<file path="src/rtl/wb_rr_arbiter_if.sv">
// Bus bundle for the 4-master Wishbone round-robin arbiter.
// Master-side signals (m_*) carry the four requesters' buses packed side by side (master n in
// slice [n*W +: W]); slave-side signals (s_*) are the single shared slave bus.
// modport master : the arbiter's view (drives m_ack/err/rty/dat and s_cyc/stb/we/adr/sel/dat).
// modport slave  : the mirror view, used by whatever surrounds the arbiter.
interface wb_rr_arbiter_if #(
  parameter int unsigned ADR_W = 32,
  parameter int unsigned DAT_W = 32,
  parameter int unsigned SEL_W = 4
);
  logic [3:0]         m_cyc_i;
  logic [3:0]         m_stb_i;
  logic [3:0]         m_we_i;
  logic [4*ADR_W-1:0] m_adr_i;
  logic [4*SEL_W-1:0] m_sel_i;
  logic [4*DAT_W-1:0] m_dat_i;
  logic [3:0]         m_ack_o;
  logic [3:0]         m_err_o;
  logic [3:0]         m_rty_o;
  logic [DAT_W-1:0]   m_dat_o;
  logic               s_cyc_o;
  logic               s_stb_o;
  logic               s_we_o;
  logic [ADR_W-1:0]   s_adr_o;
  logic [SEL_W-1:0]   s_sel_o;
  logic [DAT_W-1:0]   s_dat_o;
  logic [DAT_W-1:0]   s_dat_i;
  logic               s_ack_i;
  logic               s_err_i;
  logic               s_rty_i;

  modport master (
    input  m_cyc_i, m_stb_i, m_we_i, m_adr_i, m_sel_i, m_dat_i,
    input  s_dat_i, s_ack_i, s_err_i, s_rty_i,
    output m_ack_o, m_err_o, m_rty_o, m_dat_o,
    output s_cyc_o, s_stb_o, s_we_o, s_adr_o, s_sel_o, s_dat_o
  );

  modport slave (
    output m_cyc_i, m_stb_i, m_we_i, m_adr_i, m_sel_i, m_dat_i,
    output s_dat_i, s_ack_i, s_err_i, s_rty_i,
    input  m_ack_o, m_err_o, m_rty_o, m_dat_o,
    input  s_cyc_o, s_stb_o, s_we_o, s_adr_o, s_sel_o, s_dat_o
  );
endinterface

</file>
<file path="src/rtl/wb_rr_arbiter.sv">
// Round-robin arbiter sharing one Wishbone classic slave among 4 masters.
// The grant is held for the whole CYC-framed cycle; responses go to the owner only; a watchdog
// ends a cycle with ERR after TMO stalled strobe cycles.
// Ports:
//   clk_i, rst_i : clock, asynchronous active-high reset
//   bus          : master/slave bus bundle (see wb_rr_arbiter_if)
//   gnt_o        : one-hot current owner, zero when idle
//   tmo_o        : one-cycle pulse while a hung cycle is being killed
module wb_rr_arbiter #(
  parameter int unsigned ADR_W = 32,
  parameter int unsigned DAT_W = 32,
  parameter int unsigned SEL_W = 4,
  parameter int unsigned TMO   = 255
) (
  input  logic            clk_i,
  input  logic            rst_i,
  wb_rr_arbiter_if.master bus,
  output logic [3:0]      gnt_o,
  output logic            tmo_o
);

  typedef enum logic [1:0] {StIdle, StOwn, StKill} state_e;

  localparam logic [15:0] TmoLim = 16'(TMO);

  state_e             state_q, state_d;
  logic [1:0]         own_q, own_d;
  logic [1:0]         ptr_q, ptr_d;
  logic [15:0]        wdog_q, wdog_d;
  logic               we_q;
  logic [ADR_W-1:0]   adr_q;
  logic [SEL_W-1:0]   sel_q;
  logic [DAT_W-1:0]   dat_q;

  // First requester found scanning upward from start, modulo 4. {found, index}.
  function automatic logic [2:0] rr_pick(input logic [3:0] req, input logic [1:0] start);
    logic [2:0] res;
    logic [1:0] idx;
    res = 3'b000;
    // Scan backwards so the candidate nearest to start is the one left standing.
    for (int i = 3; i >= 0; i--) begin
      idx = start + 2'(i);
      if (req[idx]) res = {1'b1, idx};
    end
    return res;
  endfunction

  logic               o_cyc, o_stb, o_we;
  logic [ADR_W-1:0]   o_adr;
  logic [SEL_W-1:0]   o_sel;
  logic [DAT_W-1:0]   o_dat;
  logic               stalled;
  logic [1:0]         ptr_next;
  logic [2:0]         pick_idle, pick_rel;

  // Owner's request signals.
  always_comb begin
    o_cyc = bus.m_cyc_i[own_q];
    o_stb = bus.m_stb_i[own_q];
    o_we  = bus.m_we_i[own_q];
    o_adr = bus.m_adr_i[own_q*ADR_W +: ADR_W];
    o_sel = bus.m_sel_i[own_q*SEL_W +: SEL_W];
    o_dat = bus.m_dat_i[own_q*DAT_W +: DAT_W];
  end

  assign stalled   = (state_q == StOwn) && o_cyc && o_stb &&
                     !(bus.s_ack_i || bus.s_err_i || bus.s_rty_i);
  assign ptr_next  = own_q + 2'd1;
  assign pick_idle = rr_pick(bus.m_cyc_i, ptr_q);
  assign pick_rel  = rr_pick(bus.m_cyc_i, ptr_next);

  // Next-state logic.
  always_comb begin
    state_d = state_q;
    own_d   = own_q;
    ptr_d   = ptr_q;
    wdog_d  = '0;
    case (state_q)
      StIdle: begin
        if (pick_idle[2]) begin
          state_d = StOwn;
          own_d   = pick_idle[1:0];
        end
      end
      StOwn: begin
        if (!o_cyc) begin
          // Release: hand over on the same edge, zero dead cycles.
          ptr_d   = ptr_next;
          state_d = pick_rel[2] ? StOwn : StIdle;
          if (pick_rel[2]) own_d = pick_rel[1:0];
        end else if (stalled) begin
          wdog_d = (wdog_q == 16'hFFFF) ? wdog_q : wdog_q + 16'd1;
          if (wdog_d >= TmoLim) state_d = StKill;
        end
      end
      StKill: begin
        // Killed owner sits last in the scan order, so it waits its turn.
        ptr_d   = ptr_next;
        state_d = pick_rel[2] ? StOwn : StIdle;
        if (pick_rel[2]) own_d = pick_rel[1:0];
      end
      default: state_d = StIdle;
    endcase
  end

  // Output steering.
  always_comb begin
    gnt_o       = '0;
    tmo_o       = 1'b0;
    bus.s_cyc_o = 1'b0;
    bus.s_stb_o = 1'b0;
    bus.s_we_o  = we_q;
    bus.s_adr_o = adr_q;
    bus.s_sel_o = sel_q;
    bus.s_dat_o = dat_q;
    bus.m_ack_o = '0;
    bus.m_err_o = '0;
    bus.m_rty_o = '0;
    bus.m_dat_o = bus.s_dat_i;
    case (state_q)
      StOwn: begin
        gnt_o[own_q]       = 1'b1;
        bus.s_cyc_o        = o_cyc;
        bus.s_stb_o        = o_cyc & o_stb;
        bus.s_we_o         = o_we;
        bus.s_adr_o        = o_adr;
        bus.s_sel_o        = o_sel;
        bus.s_dat_o        = o_dat;
        bus.m_ack_o[own_q] = bus.s_ack_i;
        bus.m_err_o[own_q] = bus.s_err_i;
        bus.m_rty_o[own_q] = bus.s_rty_i;
      end
      StKill: begin
        // Slave is cut off, so any late ACK/RTY is dropped here.
        gnt_o[own_q]       = 1'b1;
        bus.m_err_o[own_q] = 1'b1;
        tmo_o              = 1'b1;
      end
      default: ;
    endcase
  end

  always_ff @(posedge clk_i or posedge rst_i) begin
    if (rst_i) begin
      state_q <= StIdle;
      own_q   <= '0;
      ptr_q   <= '0;
      wdog_q  <= '0;
    end else begin
      state_q <= state_d;
      own_q   <= own_d;
      ptr_q   <= ptr_d;
      wdog_q  <= wdog_d;
    end
  end

  // Last driven slave-side values, held while no master owns the bus.
  always_ff @(posedge clk_i or posedge rst_i) begin
    if (rst_i) begin
      we_q  <= 1'b0;
      adr_q <= '0;
      sel_q <= '0;
      dat_q <= '0;
    end else if (state_q == StOwn) begin
      we_q  <= o_we;
      adr_q <= o_adr;
      sel_q <= o_sel;
      dat_q <= o_dat;
    end
  end

endmodule

</file>
<file path="src/flat_wrapper.sv">
// flat-port wrapper written by rule: the top's interface ports become plain ports
module wb_rr_arbiter_flat 
#(
  parameter int unsigned ADR_W = 32,
  parameter int unsigned DAT_W = 32,
  parameter int unsigned SEL_W = 4,
  parameter int unsigned TMO   = 255
)
  (clk_i, rst_i, gnt_o, tmo_o, bus_m_cyc_i, bus_m_stb_i, bus_m_we_i, bus_m_adr_i, bus_m_sel_i, bus_m_dat_i, bus_s_dat_i, bus_s_ack_i, bus_s_err_i, bus_s_rty_i, bus_m_ack_o, bus_m_err_o, bus_m_rty_o, bus_m_dat_o, bus_s_cyc_o, bus_s_stb_o, bus_s_we_o, bus_s_adr_o, bus_s_sel_o, bus_s_dat_o);
  wb_rr_arbiter_if #(.ADR_W(ADR_W), .DAT_W(DAT_W), .SEL_W(SEL_W)) bus_i ();
  input  logic clk_i;
  input  logic rst_i;
  output logic [3:0] gnt_o;
  output logic tmo_o;
  input wire logic [$bits(bus_i.m_cyc_i)-1:0] bus_m_cyc_i;
  input wire logic [$bits(bus_i.m_stb_i)-1:0] bus_m_stb_i;
  input wire logic [$bits(bus_i.m_we_i)-1:0] bus_m_we_i;
  input wire logic [$bits(bus_i.m_adr_i)-1:0] bus_m_adr_i;
  input wire logic [$bits(bus_i.m_sel_i)-1:0] bus_m_sel_i;
  input wire logic [$bits(bus_i.m_dat_i)-1:0] bus_m_dat_i;
  input wire logic [$bits(bus_i.s_dat_i)-1:0] bus_s_dat_i;
  input wire logic [$bits(bus_i.s_ack_i)-1:0] bus_s_ack_i;
  input wire logic [$bits(bus_i.s_err_i)-1:0] bus_s_err_i;
  input wire logic [$bits(bus_i.s_rty_i)-1:0] bus_s_rty_i;
  output wire logic [$bits(bus_i.m_ack_o)-1:0] bus_m_ack_o;
  output wire logic [$bits(bus_i.m_err_o)-1:0] bus_m_err_o;
  output wire logic [$bits(bus_i.m_rty_o)-1:0] bus_m_rty_o;
  output wire logic [$bits(bus_i.m_dat_o)-1:0] bus_m_dat_o;
  output wire logic [$bits(bus_i.s_cyc_o)-1:0] bus_s_cyc_o;
  output wire logic [$bits(bus_i.s_stb_o)-1:0] bus_s_stb_o;
  output wire logic [$bits(bus_i.s_we_o)-1:0] bus_s_we_o;
  output wire logic [$bits(bus_i.s_adr_o)-1:0] bus_s_adr_o;
  output wire logic [$bits(bus_i.s_sel_o)-1:0] bus_s_sel_o;
  output wire logic [$bits(bus_i.s_dat_o)-1:0] bus_s_dat_o;
  assign bus_i.m_cyc_i = bus_m_cyc_i;
  assign bus_i.m_stb_i = bus_m_stb_i;
  assign bus_i.m_we_i = bus_m_we_i;
  assign bus_i.m_adr_i = bus_m_adr_i;
  assign bus_i.m_sel_i = bus_m_sel_i;
  assign bus_i.m_dat_i = bus_m_dat_i;
  assign bus_i.s_dat_i = bus_s_dat_i;
  assign bus_i.s_ack_i = bus_s_ack_i;
  assign bus_i.s_err_i = bus_s_err_i;
  assign bus_i.s_rty_i = bus_s_rty_i;
  assign bus_m_ack_o = bus_i.m_ack_o;
  assign bus_m_err_o = bus_i.m_err_o;
  assign bus_m_rty_o = bus_i.m_rty_o;
  assign bus_m_dat_o = bus_i.m_dat_o;
  assign bus_s_cyc_o = bus_i.s_cyc_o;
  assign bus_s_stb_o = bus_i.s_stb_o;
  assign bus_s_we_o = bus_i.s_we_o;
  assign bus_s_adr_o = bus_i.s_adr_o;
  assign bus_s_sel_o = bus_i.s_sel_o;
  assign bus_s_dat_o = bus_i.s_dat_o;
  wb_rr_arbiter #(.ADR_W(ADR_W), .DAT_W(DAT_W), .SEL_W(SEL_W), .TMO(TMO)) u_core (.clk_i(clk_i), .rst_i(rst_i), .bus(bus_i), .gnt_o(gnt_o), .tmo_o(tmo_o));
endmodule
</file>
<file path="config.mk">
export PLATFORM = sky130hd
export DESIGN_NAME = wb_rr_arbiter_flat
export DESIGN_NICKNAME = d
export VERILOG_FILES = /design/src/rtl/wb_rr_arbiter_if.sv /design/src/rtl/wb_rr_arbiter.sv /design/src/flat_wrapper.sv
export SDC_FILE = /design/constraint.sdc
export NUM_CORES = 1
export LEC_CHECK = 0
export BUFFER_PORTS_ARGS = -buffer_cell sky130_fd_sc_hd__buf_2
export CAP_MARGIN = 20
export CORE_AREA = 2 2 172 174
export CTS_BUF_LIST = sky130_fd_sc_hd__clkbuf_2
export CTS_CLUSTER_DIAMETER = 30
export DETAILED_ROUTE_END_ITERATION = 8
export DIE_AREA = 0 0 174 176
export GPL_ROUTABILITY_DRIVEN = 0
export GPL_TIMING_DRIVEN = 0
export SYNTH_ARGS = -nofsm -noshare
export SYNTH_HDL_FRONTEND = slang
export SYNTH_SLANG_ARGS = --single-unit
</file>
<file path="constraint.sdc">
create_clock -name clk_i -period 4 [get_ports clk_i]
set_input_delay 0.2 -clock clk_i [delete_from_list [all_inputs] [get_ports clk_i]]
set_output_delay 0.2 -clock clk_i [all_outputs]
set_load 0.05 [all_outputs]
</file>
==> key figures, run 1 <==
Power
  • Switching Fraction: a little over half
  • Sequential power share: between 15 and 20%
  • Combinational share of power: 76.4%
  • Static Leak: ~0.0048 uW
  • Internal Power: 3950 uW
  • Clock Power Share: a little under 7%
  • VDD IR max: a little under 0.0005 V
  • PD cells: between 800 and 900 nW/um^2
  • Switching power: between 4000 and 5000 uW

Yosys
  • Post-Syn Instances: about 500
  • Warnings, synthesis: 0
  • Main synth FF type: dfrtp_1
  • Area contributors post-synth: dfrtp_1 (36%), mux4_2 (25%), mux2_2 (13%)
  • Leading area contributor after synthesis: dfrtp_1
  • Ys async rst share: 100.0%
  • Synthesized cell area: about 6300 um^2
  • EDFF count, synth: 0
  • Post-synthesis net count: slightly above 800
  • Count leader, synth: dfrtp_1
  • List of most frequent post-synthesis cells: dfrtp_1 (91), mux4_2 (71), mux2_2 (70)
  • Seq/Total Area, Yosys: between 30% and 40%
  • Yosys top cell area share: 36.25%
  • Syn Area/Cell: approximately 13 um^2
  • Synth unique cells: 50
  • Synth Register Bits: 91

Floorplanning
  • Io pins: between 400 and 500
  • Die H: 176 um
  • Initial core utilization: between 20 and 25%
  • Num rows: slightly above 60
  • Die Footprint: 30620 um^2
  • Core area: roughly 29000 um^2
  • Die Wd: ~170 um

Worst setup path
  • CP Cell Sequence: buf_2 > clkbuf_1 > buf_8 > mux4_2 > dlygate4sd3_1 > mux2_2 > buf_2
  • Critical Path End Type: output pin
  • Crit Path Max Fanout: 9
  • CP Data Required Time: between 3 and 4 ns
  • CP most frequent cell: buf_2
  • Crit-path slowest cell: dlygate4sd3_1
  • Worst EP arrival: 3.47 ns
  • Critical Setup Path Class: reg -> out
  • Critical path startpoint category: flop
  • Max stage delay on crit path: approximately 0.58 ns

Route
  • Vias per cell: 4.482
  • Post-DRT Antenna Nets: 0
  • DRT iter0 DRCs: ~280
  • Drt first pass iters: 5
  • Post-Route WL: around 25 mm
  • Drt wl/cell: between 15 and 20 um
  • # DRC: 0
  • DR vias: 6400

Layout
  • Fraction of layout instances using a drive strength above 1: 59.21%
  • Final instance area: between 10000 and 15000 um^2
  • Area growth, synth to finish: 62.06%
  • Non-filler cells, final: 1428
  • Net count reported at finish: 1367

GRT
  • Largest net degree at the start of global routing: between 50 and 60
  • Vias in the first global route: 6566
  • Gr ovfl total: 0
  • First-pass GRT wire length: around 38 mm
  • Initial antenna violation count: 1
  • Gr usage total: between 15 and 20%

Clock network
  • Clock tree buffer depth: 2
  • Clock transition at path regs: approximately 0.27 ns
  • Post-CTS sizing: 0
  • CTS tree: done
  • H-tree Lvls: 3
  • Clock Sinks: roughly 90
  • Clock latency at the later pin of the worst-skew pair: about 0.6 ns
  • Postcts setup bufs: 0
  • CTS buffer count: 9
  • Root Driver: clkbuf_2

STA
  • Worst Tran Pin Value: about 0.76 ns
  • Fin crit period: between 3 and 4 ns
  • Worst hold slack: roughly 0.093 ns
  • RSZ-0062 raised after global routing: false
  • Setup TNS: 0 ns
  • Max_slew headroom: 49.17%
  • Final count of negative-setup-slack endpoints: 0
  • Fmax: between 200 and 300 MHz
  • Slew Limit Fails: 0
  • Hold Vio Cnt, Final: 0
  • Period utilization: a little over 90%
  • Worst Skew: 0.04972 ns

Placement
  • Number of port buffers: slightly above 400
  • Placed Instance Area: just under 9000 um^2
  • Post-DP HPWL: approximately 20 mm
  • # placed instances: between 1000 and 1500

Run status
  • Outcome: finished clean

Hold path
  • Hold/Removal Path Class: in -> reg

Job
  • Max Cap Viol: 0
cells by family (layout without fill, tap and decap cells):
family          Yosys count  in the layout  synth area share (%)
mux                     147            147                 38.96
simple gates            104            104                 8.265
flops                    91             91                 36.25
buf+inv                  84            627                 7.249
compound gates           51             51                 5.656
xor+xnor                 12             12                 1.673
fa+ha+maj                10             10                 1.952
other cells               0              2                     0
layer usage:
| layer | part of all wire [%] | routed length, um | vias up | track usage (%) |
|---|---|---|---|---|
| met4 | 1.8 | 454 | 0 | 3.852 |
| met5 | 0 | 0 | - | 0 |
| met1 | 39 | 10010 | 3139 | 19.68 |
| li1 | - | - | 2940 | - |
| met3 | 6.1 | 1543 | 22 | 2.972 |
| met2 | 53 | 13430 | 299 | 29.42 |
what timing repair did:
action / CTS / global route
hold endpoints to repair: 143 / 1
setup endpoints to repair: 0 / 15
hold buffers: 118 / 1
power groups by stage:
stage / logic, uW / registers, uW / clock network, uW
global placement: 5960 / 1440 / 0
detailed placement: 6020 / 1460 / 0
floorplan: 4540 / 1420 / 0
finish: 6510 / 1420 / 591
global route: 6870 / 1470 / 664
CTS: 6580 / 1430 / 636
metrics by stage:
stage | utilization, % | setup WS (ns) | total power, uW
after detailed placement | 30.98 | 0.6909 | 7475
after floorplan | - | 1.436 | 5958
after global routing | 35.65 | 0.1186 | 9003
after CTS | 35.62 | 0.03663 | 8648
after global placement | 30.82 | 0.1284 | 7394
final | 35.66 | 0.3312 | 8523
cell usage in the layout (no fill, tap or decap), drive strengths merged, types with 13 or more instances in the layout:
cell         netlist  layout
and3              13      13
mux4              71      71
nor2              29      29
clkbuf            22      31
a21oi             14      14
nand2             22      22
dfrtp             91      91
inv               12      15
buf               50     458
mux2              70      70
dlygate4sd3        0     119
sequential cells by signal, summed over array words and instances, names as in the netlist:
| register | flops |
|---|---|
| u_core.wdog_q | 16 |
| u_core.dat_q | 32 |
| u_core.ptr_q | 2 |
| u_core.adr_q | 32 |
| u_core.state_q | 2 |
| u_core.we_q | 1 |
| u_core.sel_q | 4 |
| u_core.own_q | 2 |
layout make-up:
cell class | instances | area [um^2]
Fill cell | 2921 | 18370
Inverter | 12 | 47.55
Clock inverter | 7 | 98.84
Antenna cell | 2 | 5.005
Timing Repair Buffer | 528 | 3271
Clock buffer | 9 | 45.04
Buffer | 71 | 406.6
Multi-Input combinational cell | 324 | 3550
Sequential cell | 91 | 2277
Tap cell | 384 | 480.5
final timing paths:
path,start,depth (start not counted),endpoint,slack [ns]
setup / recovery,u_core.own_q[1],7,bus_s_dat_o[1],0.33
hold / removal,bus_m_adr_i[94],3,u_core.adr_q[30],0.09
setup reg to reg,u_core.own_q[1],12,u_core.own_q[0],0.71
hold reg to reg,u_core.dat_q[8],1,u_core.dat_q[8],0.53
max in group asynchronous,rst_i,4,u_core.dat_q[6],3.17
min in group asynchronous,rst_i,3,u_core.sel_q[1],0.16
critical path, delay by kind of cell, from the launching register on:
kind                   cells  cell delay, ns
flip-flops                 1            0.44
buffers and inverters      5            1.83
multiplexers               2            0.61
Note: power is estimated with default switching activity, not from simulation.
==> inputs of run 2 (changes only) <==
Settings changed: HOLD_SLACK_MARGIN set to 0.1, SETUP_SLACK_MARGIN set to 0.1.
==> run 2 against run 1 <==
  * Die area stayed put
  * Global-route usage grew 0.084 points
  * Design area is 2.5% higher
  * Sequential share of layout area is 0.55 points lower
  * Non-clock buffer count increased by 25
  * Final cell count grew 1.8%
  * Sequential power is essentially flat
  * Clock power barely moved
  * Clock skew shrank 0.0012 ns
  * Fmax down 0.69%
  * Worst setup slack lost 0.026 ns
  * Utilization rose by 0.89 points
==> key figures, run 2 (synthesis gave the netlist of run 1 again) <==
Hold path
  • Hold path endpoint: u_core.state_q[0]
  • Hold path start: bus_s_ack_i
  • Hold/Removal Path Class: in -> reg
  • Hold depth: 5

GRT
  • Largest net degree at the start of global routing: 55
  • Gr ovfl total: 0
  • First-pass GRT wire length: around 38 mm
  • Gr usage total: 16.21%
  • Vias in the first global route: ~6700
  • Initial antenna violation count: 2

Route
  • DRT iter0 DRCs: between 200 and 250
  • # DRC: 0
  • Drt wl/cell: ~18 um
  • Post-DRT Antenna Nets: 0
  • Drt first pass iters: 4
  • Vias per cell: 4.470
  • DR vias: approximately 6500
  • Post-Route WL: ~26 mm

Clock network
  • H-tree Lvls: 3
  • Clock Sinks: between 90 and 100
  • CTS buffer count: 9
  • Clock tree buffer depth: 2
  • Root Driver: clkbuf_2
  • Clock latency at the later pin of the worst-skew pair: about 0.6 ns
  • Postcts setup bufs: 0
  • CTS tree: done
  • Clock transition at path regs: between 0.2 and 0.3 ns

Worst setup path
  • Reg-to-reg endpoint: u_core.own_q[1]
  • Crit Path Max Fanout: 9
  • Max stage delay on crit path: 0.60 ns
  • Worst EP arrival: approximately 3.5 ns
  • Critical Path End Type: output pin
  • Reg2reg setup slack: between 0.5 and 0.6 ns
  • CP most frequent cell: buf_2
  • Depth of the worst register-to-register path: 11
  • Critical path startpoint category: flop
  • CP Cell Sequence: buf_2 > clkbuf_1 > buf_8 > mux4_2 > dlygate4sd3_1 > mux2_2 > buf_2
  • Critical R2R Launch: u_core.own_q[1]
  • Crit-path slowest cell: dlygate4sd3_1
  • Critical Setup Path Class: reg -> out
  • CP Data Required Time: about 3.8 ns

Floorplanning
  • Initial core utilization: around 22%
  • Io pins: between 400 and 500
  • Die Footprint: a little over 30000 um^2
  • Num rows: 62
  • Die H: about 180 um
  • Core area: between 20000 and 30000 um^2
  • Die Wd: approximately 170 um

Layout
  • Most frequent cells in the layout: buf_2 (420), dlygate4sd3_1 (144), dfrtp_1 (91)
  • Commonest non-fill, non-tap cell in the layout: buf_2
  • Biggest regs: u_core.adr_q (32), u_core.dat_q (32), u_core.wdog_q (16)
  • Fraction of layout instances using a drive strength above 1: between 50% and 60%
  • Fillers: slightly below 3000
  • Area growth, synth to finish: 66.12%
  • Non-filler cells, final: around 1500
  • Net count reported at finish: 1392

STA
  • Hold Vio Cnt, Final: 0
  • Worst Tran Pin Value: between 0.7 and 0.8 ns
  • Slew Limit Fails: 0
  • RSZ-0062 raised after global routing: false
  • Fmax: ~270 MHz
  • Worst hold slack: 0.2093 ns
  • Worst setup margin: roughly 0.31 ns
  • Period utilization: 92.36%
  • Setup TNS: 0 ns
  • Final count of negative-setup-slack endpoints: 0
  • Fin crit period: 3.694 ns
  • Worst Skew: 0.04850 ns
  • Max_slew headroom: roughly 53%

Placement
  • # placed instances: 1292
  • Number of port buffers: 407
  • Post-place setup slack: slightly below 0.7 ns
  • Post-DP HPWL: between 20 and 25 mm

Power
  • Static Leak: just under 0.005 uW
  • Total power draw: about 8700 uW
  • VDD IR max: around 0.00049 V
  • PD cells: 829.8 nW/um^2

Job
  • Max Cap Viol: 0

Run status
  • Outcome: finished clean
-- run 2: layer usage --
layer  wire [um]  global-route usage (%)  share of wire (%)  up-vias
li1            -                       -                  -     2993
met1       10290                   19.73                 40     3204
met2       13480                   29.68                 52      280
met3        1443                   2.885                5.6       22
met4         491                   3.957                1.9        0
met5           0                       0                  0        -
-- run 2: worst max path at each step --
stage / start / endpoint / slack [ns]
after global placement: rst_i / u_core.dat_q[7] / 0.13
after detailed placement: u_core.own_q[1] / u_core.own_q[0] / 0.69
after CTS: u_core.own_q[1] / bus_s_adr_o[30] / 0.12
after floorplan: rst_i / u_core.adr_q[0] / 1.44
after global routing: u_core.own_q[1] / bus_s_dat_o[0] / 0.11
final: u_core.own_q[1] / bus_s_dat_o[0] / 0.31
-- run 2: cell type report --
| cell class | instances | area (um^2) | share of cell area (%) |
|---|---|---|---|
| clock inverters | 7 | 98.84 | 0.9471 |
| clock buffers | 9 | 45.04 | 0.4316 |
| flip-flops and latches | 91 | 2277 | 21.82 |
| repair buffers | 553 | 3521 | 33.74 |
| multi-input cells | 324 | 3550 | 34.01 |
| well taps | 384 | 480.5 | 4.604 |
| inverters | 12 | 47.55 | 0.4556 |
| plain buffers | 71 | 409.1 | 3.920 |
| diodes | 3 | 7.507 | 0.07193 |
-- run 2: timing repair --
item,in CTS,in global routing
gates resized for setup,0,4
hold buffers,143,1
cloned,0,0
endpoints found under the setup margin,11,3
endpoints found under the hold margin,170,6
-- run 2: critical path: cells and delay by family, from the launching register on --
kind	cells	cell delay [ns]
muxes	2	0.62
buffers and inverters	5	1.84
DFF	1	0.44
-- run 2: report_power, final --
| part | switching, uW | total, uW | internal (uW) |
|---|---|---|---|
| Sequential | 113 | 1430 | 1310 |
| Clock | 375 | 590 | 214 |
| Combinational | 4110 | 6640 | 2530 |
| Total | 4600 | 8660 | 4060 |
-- run 2: per-stage QoR --
stage	area, um^2	util [%]
after floorplan	6282	-
after global placement	8800	30.82
after detailed placement	8845	30.98
after CTS	10420	36.49
after global routing	10430	36.55
final	10440	36.56
==> inputs of run 3 (changes only) <==
Settings changed: MAX_ROUTING_LAYER set to met4, PLACE_DENSITY set to 0.49.
==> run 3 against run 2 <==
  * Wire length is 1.1% lower
  * Worst setup slack better by 0.15 ns
  * Design area is 0.42% lower
  * Sequential share of layout area is 0.092 points higher
  * Total power is 1.7% lower
  * Combinational power hardly changed
  * Critical path depth is 1 lower
  * Clock-buffer cell count stayed put
  * Clock power is 20% lower
  * Die area stayed put
  * Register-to-register slack better by 0.27 ns
==> key figures, run 3 (synthesis gave the netlist of run 1 again) <==
GRT
  • Gr usage total: 16.76%
  • Largest net degree at the start of global routing: a little over 50
  • Vias in the first global route: about 6700
  • First-pass GRT wire length: 38.31 mm
  • Initial antenna violation count: 5
  • Gr ovfl total: 0

Job
  • Max Cap Viol: 0

Layout
  • Area growth, synth to finish: 65.43%
  • Net count reported at finish: 1392
  • Most frequent cells in the layout: buf_2 (420), dlygate4sd3_1 (145), dfrtp_1 (91)
  • Fraction of layout instances using a drive strength above 1: approximately 58%
  • Fillers: about 3000
  • Biggest regs: u_core.adr_q (32), u_core.dat_q (32), u_core.wdog_q (16)
  • Fin util: 36.40%
  • Commonest non-fill, non-tap cell in the layout: buf_2

Clock network
  • Clock Sinks: 91
  • CTS buffer count: 9
  • CTS tree: done
  • Postcts setup bufs: 0
  • Clock tree buffer depth: 2
  • Clock transition at path regs: about 0.26 ns
  • H-tree Lvls: 3
  • Clock latency at the later pin of the worst-skew pair: ~0.58 ns
  • Root Driver: clkbuf_2

Route
  • DR vias: about 6400
  • # DRC: 0
  • DRT iter0 DRCs: ~210
  • Post-DRT Antenna Nets: 0
  • Drt first pass iters: 4
  • Post-Route WL: between 20 and 30 mm
  • Drt wl/cell: approximately 17 um
  • Vias per cell: around 4.4

Floorplanning
  • Core area: between 20000 and 30000 um^2
  • Num rows: 62
  • Die Footprint: 30620 um^2
  • Initial core utilization: between 20% and 30%
  • Die Wd: between 150 and 200 um
  • Die H: 176 um
  • Io pins: 441

Worst setup path
  • Depth of the worst register-to-register path: 11
  • Reg-to-reg endpoint: u_core.own_q[0]
  • CP most frequent cell: buf_2
  • Crit-path slowest cell: dlygate4sd3_1
  • CP Cell Sequence: buf_2 > clkbuf_1 > mux4_2 > dlygate4sd3_1 > mux2_2 > buf_2
  • Critical path startpoint category: flop
  • Crit Path Max Fanout: 10
  • Critical R2R Launch: u_core.own_q[0]
  • Worst EP arrival: roughly 3.4 ns
  • Max stage delay on crit path: between 0.5 and 0.6 ns
  • Reg2reg setup slack: 0.84 ns
  • Critical Path End Type: output pin
  • Critical Setup Path Class: reg -> out
  • CP Data Required Time: ~3.8 ns

STA
  • Period utilization: slightly below 90%
  • Worst Skew: about 0.044 ns
  • Fmax: 281.9 MHz
  • RSZ-0062 raised after global routing: false
  • Fin crit period: approximately 3.5 ns
  • Worst Tran Pin Value: 0.9524 ns
  • Max_slew headroom: 36.51%
  • Slew Limit Fails: 0
  • Hold Vio Cnt, Final: 0
  • Final count of negative-setup-slack endpoints: 0

Power
  • Static Leak: ~0.0048 uW
  • Total power draw: approximately 8500 uW
  • VDD IR max: about 0.00047 V
  • PD cells: between 800 and 900 nW/um^2

Placement
  • Number of port buffers: roughly 410
  • Post-DP HPWL: between 20 and 25 mm

Hold path
  • Hold path start: bus_s_rty_i
  • Hold depth: 5
  • Hold path endpoint: u_core.state_q[0]
  • Hold/Removal Path Class: in -> reg

Run status
  • Outcome: finished clean
run 3: cell count changes in the layout (fill, tap and decap cells not counted):
cell | previous run | this run
inv_8 | 1 | 0
clkbuf_1 | 21 | 22
clkinv_2 | 2 | 1
diode_2 | 3 | 5
bufinv_16 | 2 | 0
clkinvlp_4 | 0 | 1
inv_6 | 2 | 5
clkbuf_2 | 11 | 10
buf_8 | 1 | 0
dlygate4sd3_1 | 144 | 145
run 3: metal layers:
metal / wire length [um] / track usage (%)
met1: 10300 / 19.66
met2: 13530 / 30.11
met3: 1181 / 2.778
met4: 416 / 3.887
met5: 0 / -
run 3: final cells by class:
cell class              count  area, um^2  area share [%]
multi-input cells         324        3550           34.16
well taps                 384       480.5           4.623
inverters                  12       47.55          0.4575
plain buffers              71       407.9           3.925
repair buffers            553        3516           33.83
clock inverters             7       56.30          0.5418
diodes                      5       12.51          0.1204
clock buffers               9       45.04          0.4334
flip-flops and latches     91        2277           21.91
run 3: timing repair:
action	in CTS	in global routing
resized for setup	0	1
hold buffers	145	0
setup endpoints to repair	0	11
endpoints found under the hold margin	170	0
run 3: worst max-delay path by stage:
stage / start / to / slack [ns]
2_1_floorplan: rst_i / u_core.adr_q[0] / 1.44
3_3_place_gp: rst_i / u_core.dat_q[1] / -0.1
3_5_place_dp: u_core.own_q[1] / u_core.own_q[0] / 0.69
4_1_cts: u_core.own_q[1] / bus_s_adr_o[30] / 0.17
5_1_grt: u_core.own_q[1] / bus_s_adr_o[7] / 0.15
6_report: u_core.own_q[1] / bus_s_dat_o[11] / 0.45
run 3: through the flow:
stage	cell area (um^2)	TNS, ns	setup WS (ns)	cells	hold WS, ns
2_1_floorplan	6282	0	1.436	499	0.4829
3_3_place_gp	8800	-7.584	-0.09549	1290	0.4758
3_5_place_dp	8830	0	0.6863	1291	0.3288
4_1_cts	10380	0	0.1652	1452	0.1168
5_1_grt	10390	0	0.1476	1456	0.1402
6_report	10390	0	0.4526	1456	0.2328
run 3: power by group:
part	internal, uW	total (uW)	switching [uW]
Sequential	1310	1420	110
Clock	93.7	471	377
Combinational	2540	6620	4080
Total	3950	8510	4570
run 3: worst max-delay path, delay by kind of cell (launching register included):
kind                   cells  cell delay, ns
buffers and inverters      4            1.67
muxes                      2            0.69
DFF                        1            0.43
